--- src/rtl/uart_apb_pkg.sv ---
// Shared definitions for the simulation UART: register word offsets, STATUS/CTRL
// bit positions and the TX drain state encoding.
package uart_apb_pkg;

   // Word index taken from paddr[3:2]
   localparam logic [1:0] REG_TXDATA = 2'd0;
   localparam logic [1:0] REG_RXDATA = 2'd1;
   localparam logic [1:0] REG_STATUS = 2'd2;
   localparam logic [1:0] REG_CTRL   = 2'd3;

   localparam int ST_TXFULL  = 0;
   localparam int ST_TXEMPTY = 1;
   localparam int ST_RXFULL  = 2;
   localparam int ST_RXEMPTY = 3;
   localparam int ST_TXOVF   = 4;
   localparam int ST_RXOVF   = 5;

   localparam int CTRL_TXIE = 0;
   localparam int CTRL_RXIE = 1;

   typedef enum logic [1:0] {
      TX_IDLE = 2'd0,
      TX_EMIT = 2'd1,
      TX_GAP  = 2'd2
   } tx_state_e;

endpackage

--- src/rtl/uart_apb_ctrl_if.sv ---
// APB completer bus plus the console TX and host RX hooks of the simulation UART.
interface uart_apb_ctrl_if;
   logic [63:0] uart_paddr;
   logic        uart_psel;
   logic        uart_penable;
   logic        uart_pwrite;
   logic [31:0] uart_pwdata;
   logic [3:0]  uart_pstrb;
   logic [31:0] uart_prdata;
   logic        uart_irq;
   logic        io_uart_out_valid;
   logic [7:0]  io_uart_out_ch;
   logic        io_uart_in_valid;
   logic [7:0]  io_uart_in_ch;

   modport slave (
      input  uart_paddr, uart_psel, uart_penable, uart_pwrite, uart_pwdata, uart_pstrb,
      output uart_prdata, uart_irq, io_uart_out_valid, io_uart_out_ch,
      input  io_uart_in_valid, io_uart_in_ch
   );

   modport master (
      output uart_paddr, uart_psel, uart_penable, uart_pwrite, uart_pwdata, uart_pstrb,
      input  uart_prdata, uart_irq, io_uart_out_valid, io_uart_out_ch,
      output io_uart_in_valid, io_uart_in_ch
   );
endinterface

--- src/rtl/uart_sync_fifo.sv ---
// Small first-word-fall-through FIFO; a push into a full FIFO is accepted when a
// pop happens in the same cycle.
module uart_sync_fifo #(
   parameter int DEPTH = 8,
   parameter int WIDTH = 8
) (
   input  logic                       clock,
   input  logic                       reset,
   input  logic                       push,
   input  logic                       pop,
   input  logic [WIDTH-1:0]           din,
   output logic [WIDTH-1:0]           dout,
   output logic                       full,
   output logic                       empty,
   output logic [$clog2(DEPTH):0]     count
);
   localparam int AW = $clog2(DEPTH);

   logic [WIDTH-1:0] mem [DEPTH];
   logic [AW-1:0]    wr_ptr_q, wr_ptr_d;
   logic [AW-1:0]    rd_ptr_q, rd_ptr_d;
   logic [AW:0]      count_q, count_d;
   logic             do_push, do_pop;

   assign full    = (count_q == (AW+1)'(DEPTH));
   assign empty   = (count_q == '0);
   assign count   = count_q;
   assign dout    = mem[rd_ptr_q];
   assign do_pop  = pop & ~empty;
   assign do_push = push & (~full | do_pop);

   always_comb begin
      wr_ptr_d = wr_ptr_q + AW'(do_push);
      rd_ptr_d = rd_ptr_q + AW'(do_pop);
      count_d  = count_q + (AW+1)'(do_push) - (AW+1)'(do_pop);
   end

   // Storage carries no reset; only the pointers define what is valid.
   always_ff @(posedge clock) begin
      if (do_push) mem[wr_ptr_q] <= din;
   end

   always_ff @(posedge clock or negedge reset) begin
      if (!reset) begin
         wr_ptr_q <= '0;
         rd_ptr_q <= '0;
         count_q  <= '0;
      end else begin
         wr_ptr_q <= wr_ptr_d;
         rd_ptr_q <= rd_ptr_d;
         count_q  <= count_d;
      end
   end
endmodule

--- src/rtl/uart_apb_ctrl.sv ---
// APB-attached simulation UART: buffered TX stream to the console, buffered RX
// stream from the host, STATUS/CTRL registers and a registered level interrupt.
module uart_apb_ctrl
   import uart_apb_pkg::*;
#(
   parameter int TX_DEPTH   = 16,
   parameter int RX_DEPTH   = 8,
   parameter int CHAR_GAP   = 0,
   parameter int ADDR_LSB_W = 4
) (
   input  logic            clock,
   input  logic            reset,
   uart_apb_ctrl_if.slave  bus
);
   localparam int TX_CW = $clog2(TX_DEPTH) + 1;
   localparam int RX_CW = $clog2(RX_DEPTH) + 1;
   localparam int GAP_W = (CHAR_GAP > 1) ? $clog2(CHAR_GAP) : 1;
   localparam logic [GAP_W-1:0] GAP_LOAD = GAP_W'((CHAR_GAP > 0) ? CHAR_GAP - 1 : 0);

   logic [ADDR_LSB_W-1:0] addr_lo;
   logic [1:0]            reg_sel;
   logic                  access, wr_en, rd_en, status_wr, ctrl_wr;
   logic                  tx_push_req, tx_push, tx_pop, tx_full, tx_empty;
   logic                  rx_push, rx_pop, rx_full, rx_empty;
   logic [TX_CW-1:0]      tx_count;
   logic [RX_CW-1:0]      rx_count;
   logic [7:0]            tx_head, rx_head;
   logic [31:0]           prdata;

   tx_state_e        state_q, state_d;
   logic [GAP_W-1:0] gap_q, gap_d;
   logic [1:0]       ctrl_q, ctrl_d;
   logic             txovf_q, txovf_d, rxovf_q, rxovf_d, irq_q, irq_d;
   logic [7:0]       out_ch_q, out_ch_d;
   logic             unused_bits;

   assign addr_lo   = bus.uart_paddr[ADDR_LSB_W-1:0];
   assign reg_sel   = addr_lo[3:2];
   assign access    = bus.uart_psel & bus.uart_penable;
   assign wr_en     = access & bus.uart_pwrite;
   assign rd_en     = access & ~bus.uart_pwrite;
   assign status_wr = wr_en & (reg_sel == REG_STATUS) & bus.uart_pstrb[0];
   assign ctrl_wr   = wr_en & (reg_sel == REG_CTRL) & bus.uart_pstrb[0];

   assign tx_pop      = (state_q == TX_EMIT);
   assign tx_push_req = wr_en & (reg_sel == REG_TXDATA) & bus.uart_pstrb[0];
   assign tx_push     = tx_push_req & (~tx_full | tx_pop);
   assign rx_pop      = rd_en & (reg_sel == REG_RXDATA) & ~rx_empty;
   assign rx_push     = bus.io_uart_in_valid & (~rx_full | rx_pop);

   assign unused_bits = ^{bus.uart_paddr, addr_lo[1:0], bus.uart_pwdata[31:8], bus.uart_pstrb[3:1]};

   uart_sync_fifo #(.DEPTH(TX_DEPTH), .WIDTH(8)) u_tx_fifo (
      .clock(clock), .reset(reset), .push(tx_push), .pop(tx_pop),
      .din(bus.uart_pwdata[7:0]), .dout(tx_head),
      .full(tx_full), .empty(tx_empty), .count(tx_count)
   );

   uart_sync_fifo #(.DEPTH(RX_DEPTH), .WIDTH(8)) u_rx_fifo (
      .clock(clock), .reset(reset), .push(rx_push), .pop(rx_pop),
      .din(bus.io_uart_in_ch), .dout(rx_head),
      .full(rx_full), .empty(rx_empty), .count(rx_count)
   );

   // When the gap expires the drain goes straight to EMIT if data is waiting,
   // so characters are spaced exactly CHAR_GAP+1 cycles apart.
   always_comb begin
      state_d = state_q;
      gap_d   = gap_q;
      case (state_q)
         TX_IDLE: if (!tx_empty) state_d = TX_EMIT;
         TX_EMIT: begin
            if (CHAR_GAP > 0) begin
               state_d = TX_GAP;
               gap_d   = GAP_LOAD;
            end else if ((tx_count > TX_CW'(1)) || tx_push) begin
               state_d = TX_EMIT;
            end else begin
               state_d = TX_IDLE;
            end
         end
         TX_GAP: begin
            if (gap_q == '0) state_d = tx_empty ? TX_IDLE : TX_EMIT;
            else             gap_d   = gap_q - GAP_W'(1);
         end
         default: state_d = TX_IDLE;
      endcase
   end

   // Sticky overflow flags: a new overflow wins over a same-cycle W1C.
   always_comb begin
      ctrl_d   = ctrl_wr ? bus.uart_pwdata[1:0] : ctrl_q;
      txovf_d  = (txovf_q & ~(status_wr & bus.uart_pwdata[ST_TXOVF])) | (tx_push_req & ~tx_push);
      rxovf_d  = (rxovf_q & ~(status_wr & bus.uart_pwdata[ST_RXOVF])) | (bus.io_uart_in_valid & ~rx_push);
      irq_d    = (ctrl_q[CTRL_TXIE] & tx_empty) | (ctrl_q[CTRL_RXIE] & ~rx_empty) | txovf_q | rxovf_q;
      out_ch_d = tx_pop ? tx_head : out_ch_q;
   end

   always_comb begin
      prdata = '0;
      if (access && reset) begin
         case (reg_sel)
            REG_RXDATA: prdata = {rx_empty, 23'b0, rx_empty ? 8'h00 : rx_head};
            REG_STATUS: begin
               prdata[ST_TXFULL]  = tx_full;
               prdata[ST_TXEMPTY] = tx_empty;
               prdata[ST_RXFULL]  = rx_full;
               prdata[ST_RXEMPTY] = rx_empty;
               prdata[ST_TXOVF]   = txovf_q;
               prdata[ST_RXOVF]   = rxovf_q;
               prdata[15:8]       = 8'(tx_count);
               prdata[23:16]      = 8'(rx_count);
            end
            REG_CTRL:   prdata = {30'b0, ctrl_q};
            default:    prdata = '0;
         endcase
      end
   end

   always_ff @(posedge clock or negedge reset) begin
      if (!reset) begin
         state_q  <= TX_IDLE;
         gap_q    <= '0;
         ctrl_q   <= '0;
         txovf_q  <= 1'b0;
         rxovf_q  <= 1'b0;
         irq_q    <= 1'b0;
         out_ch_q <= '0;
      end else begin
         state_q  <= state_d;
         gap_q    <= gap_d;
         ctrl_q   <= ctrl_d;
         txovf_q  <= txovf_d;
         rxovf_q  <= rxovf_d;
         irq_q    <= irq_d;
         out_ch_q <= out_ch_d;
      end
   end

   assign bus.uart_prdata       = prdata;
   assign bus.uart_irq          = irq_q;
   assign bus.io_uart_out_valid = tx_pop;
   assign bus.io_uart_out_ch    = tx_pop ? tx_head : out_ch_q;
endmodule
--- src/flat_wrapper.sv ---
// flat-port wrapper written by rule: the top's interface ports become plain ports
module uart_apb_ctrl_flat import uart_apb_pkg::*;
#(
   parameter int TX_DEPTH   = 16,
   parameter int RX_DEPTH   = 8,
   parameter int CHAR_GAP   = 0,
   parameter int ADDR_LSB_W = 4
)
  (clock, reset, bus_uart_paddr, bus_uart_psel, bus_uart_penable, bus_uart_pwrite, bus_uart_pwdata, bus_uart_pstrb, bus_uart_prdata, bus_uart_irq, bus_io_uart_out_valid, bus_io_uart_out_ch, bus_io_uart_in_valid, bus_io_uart_in_ch);
  uart_apb_ctrl_if bus_i ();
  input  logic clock;
  input  logic reset;
  input wire logic [$bits(bus_i.uart_paddr)-1:0] bus_uart_paddr;
  input wire logic [$bits(bus_i.uart_psel)-1:0] bus_uart_psel;
  input wire logic [$bits(bus_i.uart_penable)-1:0] bus_uart_penable;
  input wire logic [$bits(bus_i.uart_pwrite)-1:0] bus_uart_pwrite;
  input wire logic [$bits(bus_i.uart_pwdata)-1:0] bus_uart_pwdata;
  input wire logic [$bits(bus_i.uart_pstrb)-1:0] bus_uart_pstrb;
  output wire logic [$bits(bus_i.uart_prdata)-1:0] bus_uart_prdata;
  output wire logic [$bits(bus_i.uart_irq)-1:0] bus_uart_irq;
  output wire logic [$bits(bus_i.io_uart_out_valid)-1:0] bus_io_uart_out_valid;
  output wire logic [$bits(bus_i.io_uart_out_ch)-1:0] bus_io_uart_out_ch;
  input wire logic [$bits(bus_i.io_uart_in_valid)-1:0] bus_io_uart_in_valid;
  input wire logic [$bits(bus_i.io_uart_in_ch)-1:0] bus_io_uart_in_ch;
  assign bus_i.uart_paddr = bus_uart_paddr;
  assign bus_i.uart_psel = bus_uart_psel;
  assign bus_i.uart_penable = bus_uart_penable;
  assign bus_i.uart_pwrite = bus_uart_pwrite;
  assign bus_i.uart_pwdata = bus_uart_pwdata;
  assign bus_i.uart_pstrb = bus_uart_pstrb;
  assign bus_uart_prdata = bus_i.uart_prdata;
  assign bus_uart_irq = bus_i.uart_irq;
  assign bus_io_uart_out_valid = bus_i.io_uart_out_valid;
  assign bus_io_uart_out_ch = bus_i.io_uart_out_ch;
  assign bus_i.io_uart_in_valid = bus_io_uart_in_valid;
  assign bus_i.io_uart_in_ch = bus_io_uart_in_ch;
  uart_apb_ctrl #(.TX_DEPTH(TX_DEPTH), .RX_DEPTH(RX_DEPTH), .CHAR_GAP(CHAR_GAP), .ADDR_LSB_W(ADDR_LSB_W)) u_core (.clock(clock), .reset(reset), .bus(bus_i));
endmodule
--- config.mk ---
export PLATFORM = sky130hd
export DESIGN_NAME = uart_apb_ctrl_flat
export DESIGN_NICKNAME = d
export VERILOG_FILES = /design/src/rtl/uart_apb_pkg.sv /design/src/rtl/uart_apb_ctrl_if.sv /design/src/rtl/uart_sync_fifo.sv /design/src/rtl/uart_apb_ctrl.sv /design/src/flat_wrapper.sv
export SDC_FILE = /design/constraint.sdc
export NUM_CORES = 1
export LEC_CHECK = 0
export BUFFER_PORTS_ARGS = -buffer_cell sky130_fd_sc_hd__buf_4
export CAP_MARGIN = 25
export CORE_UTILIZATION = 51
export DETAILED_ROUTE_END_ITERATION = 16
export GPL_ROUTABILITY_DRIVEN = 0
export PLACE_DENSITY = 0.76
export SLEW_MARGIN = 20
export SYNTH_ARGS = -nofsm -noshare
export SYNTH_HDL_FRONTEND = slang
export SYNTH_HIERARCHICAL = 1
export SYNTH_SLANG_ARGS = --single-unit
--- constraint.sdc ---
create_clock -name clock -period 2.8 [get_ports clock]
set_input_delay 0 -clock clock [delete_from_list [all_inputs] [get_ports clock]]
set_output_delay 0 -clock clock [all_outputs]
set_load 0.02 [all_outputs]
After elaboration in Yosys (flattened, before gate mapping)
Memory sizes are Yosys's and may differ from the RTL's.
Index checks and enable logic that the tools add are counted.
{"block": "totals", "latch_bits": 0, "mem_bits_ro": 0, "output_inout_bits": 42, "mem_count": 2, "ram_bits": 192, "regBits": 39}
{"name": "u_core.u_tx_fifo.mem", "words": 16, "width": 8, "read_ports": 1, "rd_ports_with_merged_regs": 0, "wr": 1, "line_no": "uart_sync_fifo.sv:19", "rtl": "logic [WIDTH-1:0] mem [DEPTH];"}
{"name": "u_core.u_rx_fifo.mem", "words": 8, "width": 8, "read_ports": 1, "rd_ports_with_merged_regs": 0, "wr": 1, "line_no": "uart_sync_fifo.sv:19"}
{"block": "op_classes", "multipliers": 0, "reduce_logical": 7, "muxes": 17, "magnitude_cmp": 1, "n_eq_ne": 9, "n_addsub": 9, "bitwise": 43, "div_mod_pow": 0, "n_shift": 0}
{"cell": "2-to-1 mux 32 bit", "count": 1}
{"cell": "AND 1 bit", "count": 25}
{"cell": "2-to-1 mux 8 bit", "count": 3}
{"cell": "one-hot mux 6 bit (3 select lines)", "count": 1}
{"cell": "adder 4 x 1 -> 4 bit", "count": 3}
{"cell": "2-to-1 mux 12 bit", "count": 1}
{"cell": "NOT 1 bit", "count": 9}
{"cell": "bitwise OR 1 bit", "count": 9}
{"cell": "2-to-1 mux 1 bit", "count": 7}
{"cell": "adder 3 x 1 -> 3 bit", "count": 2}
{"cell": "equality test 2 bit, second input constant", "count": 3}
{"cell": "2-to-1 mux 2 bit", "count": 3}
{"cell": "one-hot mux 2 bit (3 select lines)", "count": 1}
{"cell": "adder 5 x 1 -> 5 bit", "count": 1}
{"cell": "equality test 5 bit, second input constant", "count": 1}
{"cell": "greater-than comparator 5 x 1 -> 1 bit, second input constant", "count": 1}
{"cell": "zero test 5 bit", "count": 1}
{"cell": "subtractor 5 x 1 -> 5 bit", "count": 1}
{"cell": "equality test 2 x 1 -> 1 bit, second input constant", "count": 2}
{"cell": "equality test 4 bit, second input constant", "count": 1}
{"cell": "zero test 2 bit", "count": 2}
{"cell": "zero test 4 bit", "count": 1}
{"cell": "!= test 2 bit, second input constant", "count": 2}
{"cell": "subtractor 4 x 1 -> 4 bit", "count": 1}
{"cell": "other kinds (4)", "count": 4}

Logic depth before layout (Yosys ltp)
{"block": "logic_depth", "word_depth": 9, "ltp_mapped": 15, "depth_no_buf": 15}

Modules after synthesis
Netlist, hierarchy kept.
{"mod": "uart_sync_fifo at u_core.u_tx_fifo", "instances": 1, "cells_each": 280, "seq_area_each_um2": 4169.0, "area_each_um2": 5688.0}
{"mod": "uart_sync_fifo at u_core.u_rx_fifo", "instances": 1, "cells_each": 144, "seq_area_each_um2": 2172.1, "area_each_um2": 3056.7}
{"mod": "uart_apb_ctrl", "instances": 1, "cells_each": 104, "seq_area_each_um2": 350.3, "area_each_um2": 979.7}

Worst setup path after synthesis
No wires, ideal clock.
{"block": "synth_timing", "kind": "register to register", "startpoint": "reg u_core.u_rx_fifo.count_q[2], in the netlist u_core/u_rx_fifo/count[2]", "endpoint": "mem u_core.u_rx_fifo.mem[2][0], enable pin", "synth_period_minus_slack_ns": 2.788, "required_time_ns": 2.402, "stages_incl_launch_ff": 8, "n_path_buf": 0, "path_slack_ns": 0.012, "arrival_ns": 2.390, "path_cell_list": "dfrtp_1 inv_1 ha_1 nor3b_1 nor4_2 o21a_1 o21ai_2 nor4b_1"}
{"block": "synth_between", "elab_chain_cells": 8, "word_cells_on_any_way": 12, "cone_classes": "eq/ne (1); mux (2); bitwise (8); reduce/logical (1)"}
{"element": "start, declared", "line_no": "uart_sync_fifo.sv:22", "rtl": "logic [AW:0] count_q, count_d;"}
{"element": "start signal, assigned", "line_no": "uart_sync_fifo.sv:51", "rtl": "count_q <= count_d;"}
{"element": "zero test 4 bit", "line_no": "uart_sync_fifo.sv:26", "rtl": "assign empty = (count_q == '0);"}
{"element": "via u_core.rx_empty", "line_no": "uart_apb_ctrl.sv:24", "rtl": "logic rx_push, rx_pop, rx_full, rx_empty;"}
{"element": "NOT 1 bit", "line_no": "uart_apb_ctrl.sv:48", "rtl": "assign rx_pop = rd_en & (reg_sel == REG_RXDATA) & ~rx_empty;"}
{"element": "AND 1 bit", "line_no": "uart_apb_ctrl.sv:48"}
{"element": "via u_core.rx_pop", "line_no": "uart_apb_ctrl.sv:24"}
{"element": "bitwise OR 1 bit", "line_no": "uart_apb_ctrl.sv:49", "rtl": "assign rx_push = bus.io_uart_in_valid & (~rx_full | rx_pop);"}
{"element": "AND 1 bit", "line_no": "uart_apb_ctrl.sv:49"}
{"element": "via u_core.rx_push", "line_no": "uart_apb_ctrl.sv:24"}
{"element": "AND 1 bit", "line_no": "uart_sync_fifo.sv:30", "rtl": "assign do_push = push & (~full | do_pop);"}
{"element": "2-to-1 mux 1 bit", "line_no": "uart_sync_fifo.sv:40", "rtl": "if (do_push) mem[wr_ptr_q] <= din;"}
{"element": "2-to-1 mux 1 bit (not written as such)", "line_no": "uart_sync_fifo.sv:40"}
{"element": "end, declared", "line_no": "uart_sync_fifo.sv:19"}
The timed path passes the listed nets, and every way through them passes these cells.

Worst setup path in the final report
{"block": "layout_timing", "startpoint": "reg u_core.u_tx_fifo.rd_ptr_q[0]", "endpoint": "out bus_io_uart_out_ch[1]"}
{"block": "layout_between", "elab_chain_cells": 2}
{"element": "start, declared", "line_no": "uart_sync_fifo.sv:21", "rtl": "logic [AW-1:0] rd_ptr_q, rd_ptr_d;"}
{"element": "start signal, assigned", "line_no": "uart_sync_fifo.sv:50", "rtl": "rd_ptr_q <= rd_ptr_d;"}
{"element": "memory read (16 x 8 bit)"}
{"element": "via u_core.tx_head[1]", "line_no": "uart_apb_ctrl.sv:27", "rtl": "logic [7:0] tx_head, rx_head;"}
{"element": "2-to-1 mux 8 bit"}
{"element": "end, declared", "line_no": "flat_wrapper.sv:22", "rtl": "output wire logic [$bits(bus_i.io_uart_out_ch)-1:0] bus_io_uart_out_ch;"}
The timed path passes the listed nets, and every way through them passes these cells.

==> impl_metrics.py <==
metrics = {
    "status": {
        "status": "finished, final reports clean",
    },
    "synthesis": {
        "syn_inst": 528,
        "avgSynthCellArea_um2": 18.4,
        "ys_seq_elements": 229,
        "ys_seq_area_frac": 0.688,
        "synth.top_cell.area_share": 0.593,
        "yosys-top-cells-count": "edfxtp_1, dfrtp_1, mux4_1",
        "synth_cell_type_count": 55,
        "syn_area_um2": 9720,
        "synth_edf_count": 192,
        "ys.flop_type": "edfxtp_1",
        "async_flop_share": 0.162,
        "yosysMostFrequentCell": "edfxtp_1",
        "synth.area.top_cells": "edfxtp_1, dfrtp_1, mux4_1",
        "ys_warn_count": 6,
        "yosysTopAreaCell": "edfxtp_1",
    },
    "drt": {
        "drt_iter0_markers": 290,
        "final_antenna_net_count": 0,
        "via_per_inst": 5.60,
        "met3_length_um": 965,
        "routed_wl_mm": 18.4,
        "wl_per_cell_um": 20.6,
        "dr.max_layer_used": "met4",
        "drt_pass1_iterations": 4,
        "drc_errors": 0,
        "wl_met2_mm": 9.77,
        "num_vias": 5002,
        "drt-met1-wl_mm": 7.39,
    },
    "critical_path": {
        "crit_path_end_kind": "output pin",
        "worstSetupPathType": "reg -> out",
        "arrival_ns": 2.64,
        "crit_required_ns": 2.80,
        "rrSetupSlack_ns": 0.17,
        "cp-start-kind": "flip-flop",
        "path_max_fanout": 11,
    },
    "power": {
        "combPwrFrac": 0.301,
        "intPower_uw": 7520,
        "pwr-share-seq": 0.417,
        "power_density_nw_per_um2": 927,
        "p_clk_frac": 0.282,
        "swShare": 0.294,
        "vdd_drop_max_v": 0.000659,
        "switching_power_uw": 3130,
        "leakage_uw": 0.00426,
    },
    "placed_design": {
        "io_buffers": 52,
        "post-dp-hpwl_mm": 11.4,
        "dp.cells": 822,
    },
    "sta": {
        "setup_viol": 0,
        "fin_crit_ns": 2.64,
        "finalClockSkew_ns": 0.0115,
        "worst_pin_slew_ns": 0.730,
        "finalCritPeriodShare": 0.943,
        "tns_ns": 0,
        "relSlewSlack": 0.513,
        "hold_violations": 0,
        "grt_setup_unrepaired": "no",
        "fmaxAchievable_mhz": 379,
        "slew_violations": 0,
    },
    "layout": {
        "syn2layout_area_growth_pct": 18.2,
        "diodes": 0,
        "regArea_um2": 6700,
        "final_cells": 894,
        "nFillCells": 1274,
        "multi_input_area_um2": 2720,
        "fin_nets": 777,
        "drive_gt1_frac": 0.262,
    },
    "clock_network": {
        "cts_buffers": 23,
        "clockBufferDepth": 3,
        "htree_levels": 1,
        "path_clk_slew_ns": 0.06,
        "cts_tree": "yes",
        "clk-insertion-delay-late_ns": 0.51,
        "cts_sinks": 229,
        "cts_root_buf": "clkbuf_16",
    },
    "global_route": {
        "grt_overflow": 0,
        "antenna_found_initial": 0,
        "track_usage": 0.193,
        "grt_pass1_vias": 5100,
        "grt_max_degree": 38,
        "grt_pass1_wl_mm": 28.3,
    },
    "die": {
        "placementRows": 50,
        "coreArea_um2": 18700,
        "initial_utilization": 0.520,
        "dieArea_um2": 19600,
        "die_width_um": 140,
        "die_h_um": 140,
        "io_pins": 156,
    },
    "flow_run": {
        "drv_cap": 0,
    },
    "hold_path": {
        "hold_path_class": "in -> reg",
    },
}
-- layer usage --
| layer | vias to the layer above | track usage |
|---|---|---|
| li1 | 2292 | - |
| met4 | 0 | 0.0463 |
| met2 | 130 | 0.348 |
| met3 | 19 | 0.0304 |
| met5 | - | 0 |
| met1 | 2561 | 0.245 |
-- cell usage in the layout, fill, tap and decap left out, types with 7 or more instances in the layout --
cell and count:
conb_1 14, mux2_2 18, nand2_1 21, and2_1 10, clkbuf_16 23, xor2_1 8, mux4_1 31, nand3_1 8
ha_1 18, inv_1 18, dfrtp_1 36, edfxtp_1 192, clkbuf_1 7, a22oi_1 16, mux4_2 17, dlygate4sd3_1 24
buf_4 85, nor2_1 21
-- repair_timing --
action	4_1_cts	5_1_grt
endpoints found under the hold margin	234	0
hold buffers	24	0
resized for setup	1	6
pin swaps	0	2
buffers inserted	1	5
setup endpoints to repair	8	4
-- power by group through the flow --
stage	Combinational [uW]	Clock (uW)	Sequential [uW]
after floorplan	2370	0	4350
after CTS	3100	3060	4470
after detailed placement	2970	0	4570
final	3200	3000	4440
after global placement	2880	0	4540
after global routing	3460	3180	4490
-- per-stage QoR --
step           setup slack [ns]  hold slack, ns  power (uW)   util  cell area (um2)
3_3_place_gp              0.162           0.118        7420  0.557            10400
3_5_place_dp             0.0717           0.125        7530  0.557            10400
6_report                  0.161          0.0939       10700  0.614            11500
5_1_grt                  0.0149          0.0988       11100  0.614            11500
2_1_floorplan            0.0124          -0.296        6720      -             9770
4_1_cts                  0.0425          0.0584       10600  0.611            11400
-- state kept, by name (all words and copies together) (netlist names) --
| register | flops |
|---|---|
| u_core/u_rx_fifo/count | 4 |
| u_core/u_rx_fifo/wr_ptr_q | 3 |
| u_core/u_tx_fifo/count | 5 |
| u_core/txovf_q | 1 |
| u_core/u_tx_fifo/rd_ptr_q | 4 |
| u_core/out_ch_q | 8 |
| u_core/bus.uart_irq | 1 |
| u_core/u_rx_fifo/rd_ptr_q | 3 |
| u_core/u_tx_fifo/mem | 128 |
| u_core/rxovf_q | 1 |
| u_core/ctrl_q | 2 |
| u_core/u_tx_fifo/wr_ptr_q | 4 |
| u_core/u_rx_fifo/mem | 64 |
| u_core/state_q | 1 |
-- worst max-delay path, cell delays in order, from the launching register on --
cell and delay [ns]:
dfrtp_4 0.54, buf_4 0.15, mux4_1 0.54, a22oi_1 0.32
nand2_1 0.12, mux2_2 0.29, buf_4 0.16
-- final timing paths --
kind,from,end,cells past startpoint
worst max-delay path,u_core/u_tx_fifo/rd_ptr_q[0],bus_io_uart_out_ch[1],6
worst min-delay path,bus_uart_penable,u_core/ctrl_q[1],4
worst max register to register,u_core/u_tx_fifo/count[2],u_core/u_tx_fifo/count[4],15
worst min register to register,u_core/out_ch_q[5],u_core/out_ch_q[5],1
max in group asynchronous,reset,u_core/u_tx_fifo/rd_ptr_q[0],3
min in group asynchronous,reset,u_core/u_tx_fifo/count[4],3
-- cells by family (layout without fill, tap and decap cells) --
logic type | Yosys count | in the layout | synth area share
muxes | 67 | 67 | 0.145
buffers and inverters | 57 | 176 | 0.0386
and+or+nand+nor | 99 | 99 | 0.0579
DFF | 229 | 229 | 0.688
adders and majority gates | 20 | 20 | 0.0273
other | 1 | 14 | 0.000386
AOI/OAI and AO/OA | 42 | 42 | 0.0310
xor gates and xnor gates | 13 | 13 | 0.0117
-- layout make-up --
| class | instances | area share |
|---|---|---|
| clock buffers | 33 | 0.0560 |
| well taps | 234 | 0.0255 |
| flip-flops and latches | 229 | 0.583 |
| repair buffers | 113 | 0.0830 |
| clock inverters | 9 | 0.00904 |
| inverters | 21 | 0.00686 |
| multi-input cells | 255 | 0.237 |
No activity file was read; power rests on OpenSTA's default activity.
